$ cat src/rtl/sha_digest_hex_tx_pkg.sv
// Shared definitions for the SHA digest hex line transmitter:
// ASCII constants, the line FSM state type and the nibble-to-ASCII helper.
package sha_tx_pkg;

  localparam logic [7:0] SP = 8'h20;
  localparam logic [7:0] LF = 8'h0A;

  typedef enum logic [2:0] {
    IDLE,
    ID,
    SP1,
    LEN,
    SP2,
    DIG,
    NL
  } state_t;

  // Lowercase hex digit for one nibble: 0-9 -> '0'-'9', 10-15 -> 'a'-'f'
  function automatic logic [7:0] nibble_to_hex(input logic [3:0] n);
    logic [7:0] hexChar;
    if (n < 4'd10) begin
      hexChar = 8'h30 + {4'h0, n};
    end else begin
      hexChar = 8'h57 + {4'h0, n};
    end
    return hexChar;
  endfunction

endpackage

$ cat src/rtl/sha_digest_hex_tx_if.sv
// Bundles the SHA result pulse bus and the outgoing ASCII byte stream.
// The slave side is the transmitter; the master side drives results and tready.
interface sha_digest_hex_tx_if #(
  parameter int DIGEST_BITS = 160
) ();

  logic                   ivalid;
  logic [31:0]            iid;
  logic [60:0]            ilen;
  logic [DIGEST_BITS-1:0] isha;

  logic                   tvalid;
  logic                   tready;
  logic                   tlast;
  logic [7:0]             tdata;

  modport master (
    output ivalid, iid, ilen, isha, tready,
    input  tvalid, tlast, tdata
  );

  modport slave (
    input  ivalid, iid, ilen, isha, tready,
    output tvalid, tlast, tdata
  );

endinterface

$ cat src/rtl/sha_digest_hex_tx_fifo.sv
// Single-clock record FIFO with a registered, show-ahead read port:
// rd_data always holds the current head one cycle after it is written,
// and advances to the next entry on the cycle after rd_en.
module sha_rec_fifo #(
  parameter int WIDTH = 8,
  parameter int DEPTH = 4
) (
  input  logic                   clk,
  input  logic                   rst,
  input  logic                   wr_en,
  input  logic [WIDTH-1:0]       wr_data,
  input  logic                   rd_en,
  output logic [WIDTH-1:0]       rd_data,
  output logic                   empty,
  output logic                   full,
  output logic [$clog2(DEPTH):0] level
);

  localparam int AW = $clog2(DEPTH);
  localparam int PW = AW + 1;

  logic [WIDTH-1:0] r_mem [DEPTH];
  logic [PW-1:0]    r_wrPtr;
  logic [PW-1:0]    r_rdPtr;
  logic [WIDTH-1:0] r_rdData;

  logic             w_doWr;
  logic             w_doRd;
  logic [PW-1:0]    w_rdPtrNext;
  logic [PW-1:0]    w_level;

  assign w_level     = r_wrPtr - r_rdPtr;
  assign empty       = (w_level == '0);
  assign full        = (w_level == PW'(DEPTH));
  assign level       = w_level;
  assign w_doRd      = rd_en && !empty;
  assign w_doWr      = wr_en && (!full || w_doRd);
  assign w_rdPtrNext = r_rdPtr + PW'(w_doRd);
  assign rd_data     = r_rdData;

  // Advance the wrapping read/write pointers on accepted accesses
  always_ff @(posedge clk) begin
    if (rst) begin
      r_wrPtr <= '0;
      r_rdPtr <= '0;
    end else begin
      if (w_doWr) r_wrPtr <= r_wrPtr + PW'(1);
      r_rdPtr <= w_rdPtrNext;
    end
  end

  // Record storage; contents are don't-care until written
  always_ff @(posedge clk) begin
    if (w_doWr) r_mem[r_wrPtr[AW-1:0]] <= wr_data;
  end

  // Preload the next head, forwarding a write that lands in the head slot
  always_ff @(posedge clk) begin
    if (rst) begin
      r_rdData <= '0;
    end else if (w_doWr && (r_wrPtr[AW-1:0] == w_rdPtrNext[AW-1:0])) begin
      r_rdData <= wr_data;
    end else begin
      r_rdData <= r_mem[w_rdPtrNext[AW-1:0]];
    end
  end

endmodule

$ cat src/rtl/sha_digest_hex_tx.sv
// Captures SHA core result pulses into a record FIFO and prints each record
// as "iiiiiiii llllllllllllllll dddd...\n" in lowercase ASCII hex on a
// valid/ready byte stream. The line in flight is held in a working register
// so the next record's first character can follow the newline with no bubble;
// the reported level counts that in-flight record until its newline transfers.
module sha_digest_hex_tx #(
  parameter int DIGEST_BITS = 160,
  parameter int FIFO_DEPTH  = 4
) (
  input  logic                        clk,
  input  logic                        rst,
  sha_digest_hex_tx_if.slave          bus,
  output logic                        overflow,
  output logic [$clog2(FIFO_DEPTH):0] level
);

  import sha_tx_pkg::*;

  localparam int DIG_CHARS = DIGEST_BITS / 4;
  localparam int CNT_W     = ($clog2(DIG_CHARS) > 4) ? $clog2(DIG_CHARS) : 4;
  localparam int LVL_W     = $clog2(FIFO_DEPTH) + 1;

  typedef struct packed {
    logic [31:0]            id;
    logic [60:0]            len;
    logic [DIGEST_BITS-1:0] sha;
  } rec_t;

  state_t             r_state;
  state_t             w_nextState;
  logic [CNT_W-1:0]   r_nibCnt;
  logic [CNT_W-1:0]   w_nextNibCnt;
  rec_t               r_cur;
  logic [7:0]         r_tdata;
  logic               r_tvalid;
  logic               r_tlast;
  logic               r_overflow;

  rec_t               w_wrRec;
  rec_t               w_fifoRd;
  rec_t               w_src;
  logic               w_fifoEmpty;
  logic               w_fifoFull;
  logic [LVL_W-1:0]   w_fifoLevel;
  logic [LVL_W-1:0]   w_level;
  logic               w_adv;
  logic               w_load;
  logic               w_nlDone;
  logic               w_push;
  logic [63:0]        w_len64;
  logic [3:0]         w_nibble;
  logic [7:0]         w_nextData;

  assign w_wrRec  = {bus.iid, bus.ilen, bus.isha};
  assign w_nlDone = (r_state == NL) && r_tvalid && bus.tready;
  assign w_adv    = (r_state == IDLE) ? !w_fifoEmpty : (r_tvalid && bus.tready);
  assign w_load   = w_adv && ((r_state == IDLE) || (r_state == NL)) && !w_fifoEmpty;
  assign w_level  = w_fifoLevel + LVL_W'(r_tvalid);
  assign w_push   = bus.ivalid && !w_fifoFull &&
                    ((w_level < LVL_W'(FIFO_DEPTH)) || w_nlDone);

  assign bus.tdata  = r_tdata;
  assign bus.tvalid = r_tvalid;
  assign bus.tlast  = r_tlast;
  assign overflow   = r_overflow;
  assign level      = w_level;

  sha_rec_fifo #(
    .WIDTH ($bits(rec_t)),
    .DEPTH (FIFO_DEPTH)
  ) u_fifo (
    .clk     (clk),
    .rst     (rst),
    .wr_en   (w_push),
    .wr_data (w_wrRec),
    .rd_en   (w_load),
    .rd_data (w_fifoRd),
    .empty   (w_fifoEmpty),
    .full    (w_fifoFull),
    .level   (w_fifoLevel)
  );

  // FSM state and field nibble counter
  always_ff @(posedge clk) begin
    if (rst) begin
      r_state  <= IDLE;
      r_nibCnt <= '0;
    end else begin
      r_state  <= w_nextState;
      r_nibCnt <= w_nextNibCnt;
    end
  end

  // Step through the line fields one character per transfer
  always_comb begin
    w_nextState  = r_state;
    w_nextNibCnt = r_nibCnt;
    if (w_adv) begin
      w_nextNibCnt = '0;
      case (r_state)
        IDLE: w_nextState = ID;
        ID: begin
          if (r_nibCnt == CNT_W'(7)) w_nextState = SP1;
          else                       w_nextNibCnt = r_nibCnt + CNT_W'(1);
        end
        SP1: w_nextState = LEN;
        LEN: begin
          if (r_nibCnt == CNT_W'(15)) w_nextState = SP2;
          else                        w_nextNibCnt = r_nibCnt + CNT_W'(1);
        end
        SP2: w_nextState = DIG;
        DIG: begin
          if (r_nibCnt == CNT_W'(DIG_CHARS - 1)) w_nextState = NL;
          else                                   w_nextNibCnt = r_nibCnt + CNT_W'(1);
        end
        NL:      w_nextState = w_fifoEmpty ? IDLE : ID;
        default: w_nextState = IDLE;
      endcase
    end
  end

  // Character for the upcoming state/nibble, taken from the FIFO head on a line start
  always_comb begin
    w_src      = w_load ? w_fifoRd : r_cur;
    w_len64    = {3'b000, w_src.len};
    w_nibble   = '0;
    w_nextData = 8'h00;
    case (w_nextState)
      ID: begin
        w_nibble   = 4'(w_src.id >> (4 * (7 - int'(w_nextNibCnt))));
        w_nextData = nibble_to_hex(w_nibble);
      end
      LEN: begin
        w_nibble   = 4'(w_len64 >> (4 * (15 - int'(w_nextNibCnt))));
        w_nextData = nibble_to_hex(w_nibble);
      end
      DIG: begin
        w_nibble   = 4'(w_src.sha >> (4 * (DIG_CHARS - 1 - int'(w_nextNibCnt))));
        w_nextData = nibble_to_hex(w_nibble);
      end
      SP1, SP2: w_nextData = SP;
      NL:       w_nextData = LF;
      default:  w_nextData = 8'h00;
    endcase
  end

  // Registered byte stream outputs, updated only when the FSM advances
  always_ff @(posedge clk) begin
    if (rst) begin
      r_tdata  <= 8'h00;
      r_tvalid <= 1'b0;
      r_tlast  <= 1'b0;
    end else if (w_adv) begin
      r_tdata  <= w_nextData;
      r_tvalid <= (w_nextState != IDLE);
      r_tlast  <= (w_nextState == NL);
    end
  end

  // Working copy of the record currently being printed
  always_ff @(posedge clk) begin
    if (w_load) r_cur <= w_fifoRd;
  end

  // Sticky flag for any result pulse that could not be stored
  always_ff @(posedge clk) begin
    if (rst) begin
      r_overflow <= 1'b0;
    end else if (bus.ivalid && !w_push) begin
      r_overflow <= 1'b1;
    end
  end

endmodule
$ cat src/flat_wrapper.sv
// flat-port wrapper written by rule: the top's interface ports become plain ports
module sha_digest_hex_tx_flat import sha_tx_pkg::*;
#(
  parameter int DIGEST_BITS = 160,
  parameter int FIFO_DEPTH  = 4
)
  (clk, rst, overflow, level, bus_ivalid, bus_iid, bus_ilen, bus_isha, bus_tready, bus_tvalid, bus_tlast, bus_tdata);
  sha_digest_hex_tx_if #(.DIGEST_BITS(DIGEST_BITS)) bus_i ();
  input  logic clk;
  input  logic rst;
  output logic overflow;
  output logic [$clog2(FIFO_DEPTH):0] level;
  input wire logic [$bits(bus_i.ivalid)-1:0] bus_ivalid;
  input wire logic [$bits(bus_i.iid)-1:0] bus_iid;
  input wire logic [$bits(bus_i.ilen)-1:0] bus_ilen;
  input wire logic [$bits(bus_i.isha)-1:0] bus_isha;
  input wire logic [$bits(bus_i.tready)-1:0] bus_tready;
  output wire logic [$bits(bus_i.tvalid)-1:0] bus_tvalid;
  output wire logic [$bits(bus_i.tlast)-1:0] bus_tlast;
  output wire logic [$bits(bus_i.tdata)-1:0] bus_tdata;
  assign bus_i.ivalid = bus_ivalid;
  assign bus_i.iid = bus_iid;
  assign bus_i.ilen = bus_ilen;
  assign bus_i.isha = bus_isha;
  assign bus_i.tready = bus_tready;
  assign bus_tvalid = bus_i.tvalid;
  assign bus_tlast = bus_i.tlast;
  assign bus_tdata = bus_i.tdata;
  sha_digest_hex_tx #(.DIGEST_BITS(DIGEST_BITS), .FIFO_DEPTH(FIFO_DEPTH)) u_core (.clk(clk), .rst(rst), .bus(bus_i), .overflow(overflow), .level(level));
endmodule
$ cat config.mk
export PLATFORM = sky130hd
export DESIGN_NAME = sha_digest_hex_tx_flat
export DESIGN_NICKNAME = d
export VERILOG_FILES = /design/src/rtl/sha_digest_hex_tx_pkg.sv /design/src/rtl/sha_digest_hex_tx_if.sv /design/src/rtl/sha_digest_hex_tx_fifo.sv /design/src/rtl/sha_digest_hex_tx.sv /design/src/flat_wrapper.sv
export SDC_FILE = /design/constraint.sdc
export NUM_CORES = 2
export LEC_CHECK = 0
export ABC_CLOCK_PERIOD_IN_PS = 16450
export CAP_MARGIN = 30
export CORE_ASPECT_RATIO = 2
export CORE_UTILIZATION = 30
export DETAILED_ROUTE_END_ITERATION = 8
export GPL_TIMING_DRIVEN = 0
export PLACE_DENSITY = 0.48
export SLEW_MARGIN = 0
export SYNTH_ARGS = -nofsm -noshare
export SYNTH_HDL_FRONTEND = slang
export SYNTH_SLANG_ARGS = --single-unit
$ cat constraint.sdc
create_clock -name clk -period 16.45 [get_ports clk]
set_clock_uncertainty 0.1 [all_clocks]
set_input_delay 3.29 -clock clk [delete_from_list [all_inputs] [get_ports clk]]
set_output_delay 3.29 -clock clk [all_outputs]
set_load 0.02 [all_outputs]
==> impl_metrics.env <==
export IMPL_synth_net_count=3939
export IMPL_synth_edff_count=1012
export IMPL_route_detailed_drc=0
export IMPL_synth_area_um2=57900
export IMPL_drt_pass1_iter_count=7
export IMPL_syn_avg_cell_area_um2=15.79
export IMPL_place_congestion=0.9009
export IMPL_crit_top_cell="clkbuf_1"
export IMPL_maxSlewHeadroom_pct=30.04
export IMPL_tightest_slew_ns=1.049
export IMPL_core_area_um2=191400
export IMPL_criticalPathCategory="input port to flip-flop"
export IMPL_ant_nets=0
export IMPL_seq_area_frac_synth_pct=70.84
export IMPL_grt_pass1_wl_um=256600
export IMPL_multi_input_area_um2=15620
export IMPL_initial_core_util_pct=30.25
export IMPL_yosysWarnings=0
export IMPL_tritoncts_num_buffers=147
export IMPL_end_kind="flip-flop"
export IMPL_dpl_hpwl_um=128100
export IMPL_layout_nets=4406
export IMPL_grt_max_degree=52
export IMPL_hold_viol_final=0
export IMPL_vias=32770
export IMPL_drv_slew=0
export IMPL_grt_usage_pct=18.37
export IMPL_timing_fmax_mhz=116.2
export IMPL_critPathLaunchType="input port"
export IMPL_antenna_found_initial=53
export IMPL_synth_seq_cells=1543
export IMPL_fin_crit_ns=8.605
export IMPL_area_growth_pct=20.24
export IMPL_cts_tree="done"
export IMPL_drive_gt1_share_pct=18.75
export IMPL_power_leakage_nw=23.85
export IMPL_cts_root_buf="clkbuf_16"
export IMPL_wl_um=181800
export IMPL_async_reset_ff_share_pct=0
export IMPL_yosys_top_cells_area="edfxtp_1, dfxtp_1, mux4_2"
export IMPL_max_cap_violations=0
export IMPL_dpl_cell_area_um2=64730
export IMPL_clock_latency_ns=0.81
export IMPL_clkSlewWorstSetupHoldPaths_ns=0.07
export IMPL_stdcell_area_um2=69620
export IMPL_grt_pass1_vias=34460
export IMPL_drt_iter0_markers=2081
export IMPL_setup_violations=0
export IMPL_status="completed"
export IMPL_overflow=0
export IMPL_wl_per_cell_um=26.81
export IMPL_cp_arrival_ns=9.09
export IMPL_fp_row_count=227
export IMPL_die_area_um2=194900
export IMPL_ctsResizeCount=0
export IMPL_cp_required_ns=16.94
export IMPL_seq_area_um2=41020
export IMPL_fp_dieH_um=623.3
export IMPL_max_stage_delay_ns=0.74
export IMPL_hp_class="flip-flop to flip-flop"
export IMPL_crit_fanout=10
export IMPL_synth_top_area_share_pct=52.49
export IMPL_ir_drop_uv=112.7
export IMPL_die_w_um=312.6
export IMPL_io_pins=271
export IMPL_io_buffers=268
export IMPL_p_per_area_nw_per_um2=244.9
export IMPL_viasPerCell=4.832
export IMPL_cts_max_level=4
export IMPL_path_cells="clkdlybuf4s50_1 -> nand4_1 -> a221oi_4 -> buf_6 -> buf_6 -> buf_8 -> buf_2 -> ha_1 -> clkbuf_1 -> clkbuf_1 -> clkbuf_2 -> clkbuf_1 -> mux4_2 -> nand2_1 -> a21oi_1"
export IMPL_critical_path_top_delay_family="buffers and inverters"
export IMPL_netlist_instances=3668
export IMPL_fin_crit_sh_pct=52.31
export IMPL_cpMaxStageDelayCell="clkbuf_1"
export IMPL_utilization_pct=36.37
export IMPL_clock_path_buffers=4
export IMPL_cts_hold_buf=0
export IMPL_cts_sinks=1543
export IMPL_synth_cell_types=88
export IMPL_synth_largest_area_cell="edfxtp_1"
export IMPL_n_fill_cell=18380
export IMPL_ys_flop_type="edfxtp_1"
export IMPL_rsz0062_at_grt="no"
export IMPL_path_buf_inv=9
export IMPL_post_cts_setup_buffers=0
[cell usage after synthesis (10+ instances only)]
cell type and number:
nor2_1 73, o211ai_1 19, mux4_2 254, mux2_1 16
xnor2_1 10, o21ai_1 21, ha_1 13, buf_2 19
o22ai_1 17, edfxtp_1 1012, o21ai_0 34, mux2_2 198
buf_4 10, dfxtp_1 531, or3_1 14, clkbuf_1 162
mux2i_1 130, inv_1 48, buf_6 17, a21oi_1 293
a21o_1 11, nand2_1 572, nand3_1 25, nor3_1 12
[area by class of cell]
cell class              instances  area share, %
flip-flops and latches       1543          58.92
clock buffers                 210          6.134
inverters                      57         0.3073
plain buffers                 221          1.528
repair buffers                318          5.343
clock inverters                50         0.7548
well taps                    2519          4.527
diodes                         16        0.05751
multi-input cells            1847          22.43
[report_power, final]
group / switching [W] / total, W / internal (W)
clock network: 0.00150 / 0.00346 / 0.00196
registers: 0.000327 / 0.00557 / 0.00524
logic: 0.00456 / 0.00802 / 0.00347
total: 0.00638 / 0.0170 / 0.0107
[metal layers]
metal | track usage [%] | wire length [µm] | vias to the layer above | part of all wire, %
li1 | - | - | 14720 | -
met1 | 20.42 | 67890 | 16870 | 37
met2 | 33.81 | 96790 | 812 | 53
met3 | 3.611 | 8971 | 329 | 4.9
met4 | 7.542 | 7883 | 38 | 4.3
met5 | 0 | 244 | - | 0.13
[path summary, 6_finish.rpt]
check / cells past startpoint / start / slack (ns) / to
setup / recovery: 15 / bus_tready / 7.85 / u_core.u_fifo.rd_data[122]$_SDFF_PP0_
setup reg to reg: 17 / u_core.u_fifo.r_wrPtr[0]$_SDFFE_PP0P_ / 9.53 / u_core.u_fifo.rd_data[122]$_SDFF_PP0_
hold / removal: 2 / u_core.r_cur[117]$_DFF_P_ / 0.35 / u_core.r_cur[117]$_DFF_P_
hold reg to reg: 2 / u_core.r_cur[117]$_DFF_P_ / 0.35 / u_core.r_cur[117]$_DFF_P_
[worst register-to-register path: stages, from the launching register on]
cell	delay, ns
dfxtp_1	0.44
inv_1	0.12
ha_1	0.23
fa_1	0.38
xnor3_2	0.33
a221oi_4	0.55
buf_6	0.27
buf_6	0.25
buf_8	0.26
buf_2	0.38
ha_1	0.18
clkbuf_1	0.28
clkbuf_1	0.65
clkbuf_2	0.66
clkbuf_1	0.77
mux4_2	0.61
nand2_1	0.08
a21oi_1	0.15
[cell usage in the layout, fill, tap and decap left out, drive strengths merged, types with 11 or more instances in the layout]
cell type and n:
nand2 574, clkdlybuf4s50 268, ha 13, nor3 12
o211ai 19, clkbuf 373, nand3 25, mux2i 130
buf 108, mux2 214, clkinv 30, or3 14
edfxtp 1012, inv 64, o22ai 18, a21o 11
mux4 254, diode 16, o21ai 55, dfxtp 531
nor2 73, a21oi 295
[cell families (layout without fill, tap and decap cells)]
kind of cell,after synthesis,in the layout,share of synthesized area [%]
other,1,17,0.006477
AO/OA/AOI/OAI,478,478,4.927
XOR/XNOR,12,12,0.2074
multiplexers,598,598,16.29
AND/OR/NAND/NOR,744,744,5.208
adder cells (fa/ha/maj),14,14,0.3155
buffers and inverters,278,856,2.202
flip-flops,1543,1543,70.84
[per-stage QoR]
stage	std cells	hold slack, ns	setup TNS (ns)	setup WS, ns	power (W)
after floorplan	3668	0.3135	0	5.661	0.01086
after global placement	6455	0.3253	-1533.75	-1.687	0.01374
after detailed placement	6501	0.3297	0	6.977	0.01381
after CTS	6761	0.3436	0	7.780	0.01731
after global routing	6770	0.3660	0	7.677	0.01794
final	6781	0.3511	0	7.845	0.01705
[flip-flops by register name, summed over array words and instances, names as in the netlist]
name	flops
u_core.u_fifo.r_wrPtr	3
u_core.r_nibCnt	6
u_core.bus.tdata	7
u_core.u_fifo.r_rdPtr	3
u_core.r_cur	253
u_core.overflow	1
u_core.bus.tvalid	1
u_core.bus.tlast	1
u_core.r_state	3
u_core.u_fifo.r_mem	1012
u_core.u_fifo.rd_data	253
(Power assumes the default switching activity.)
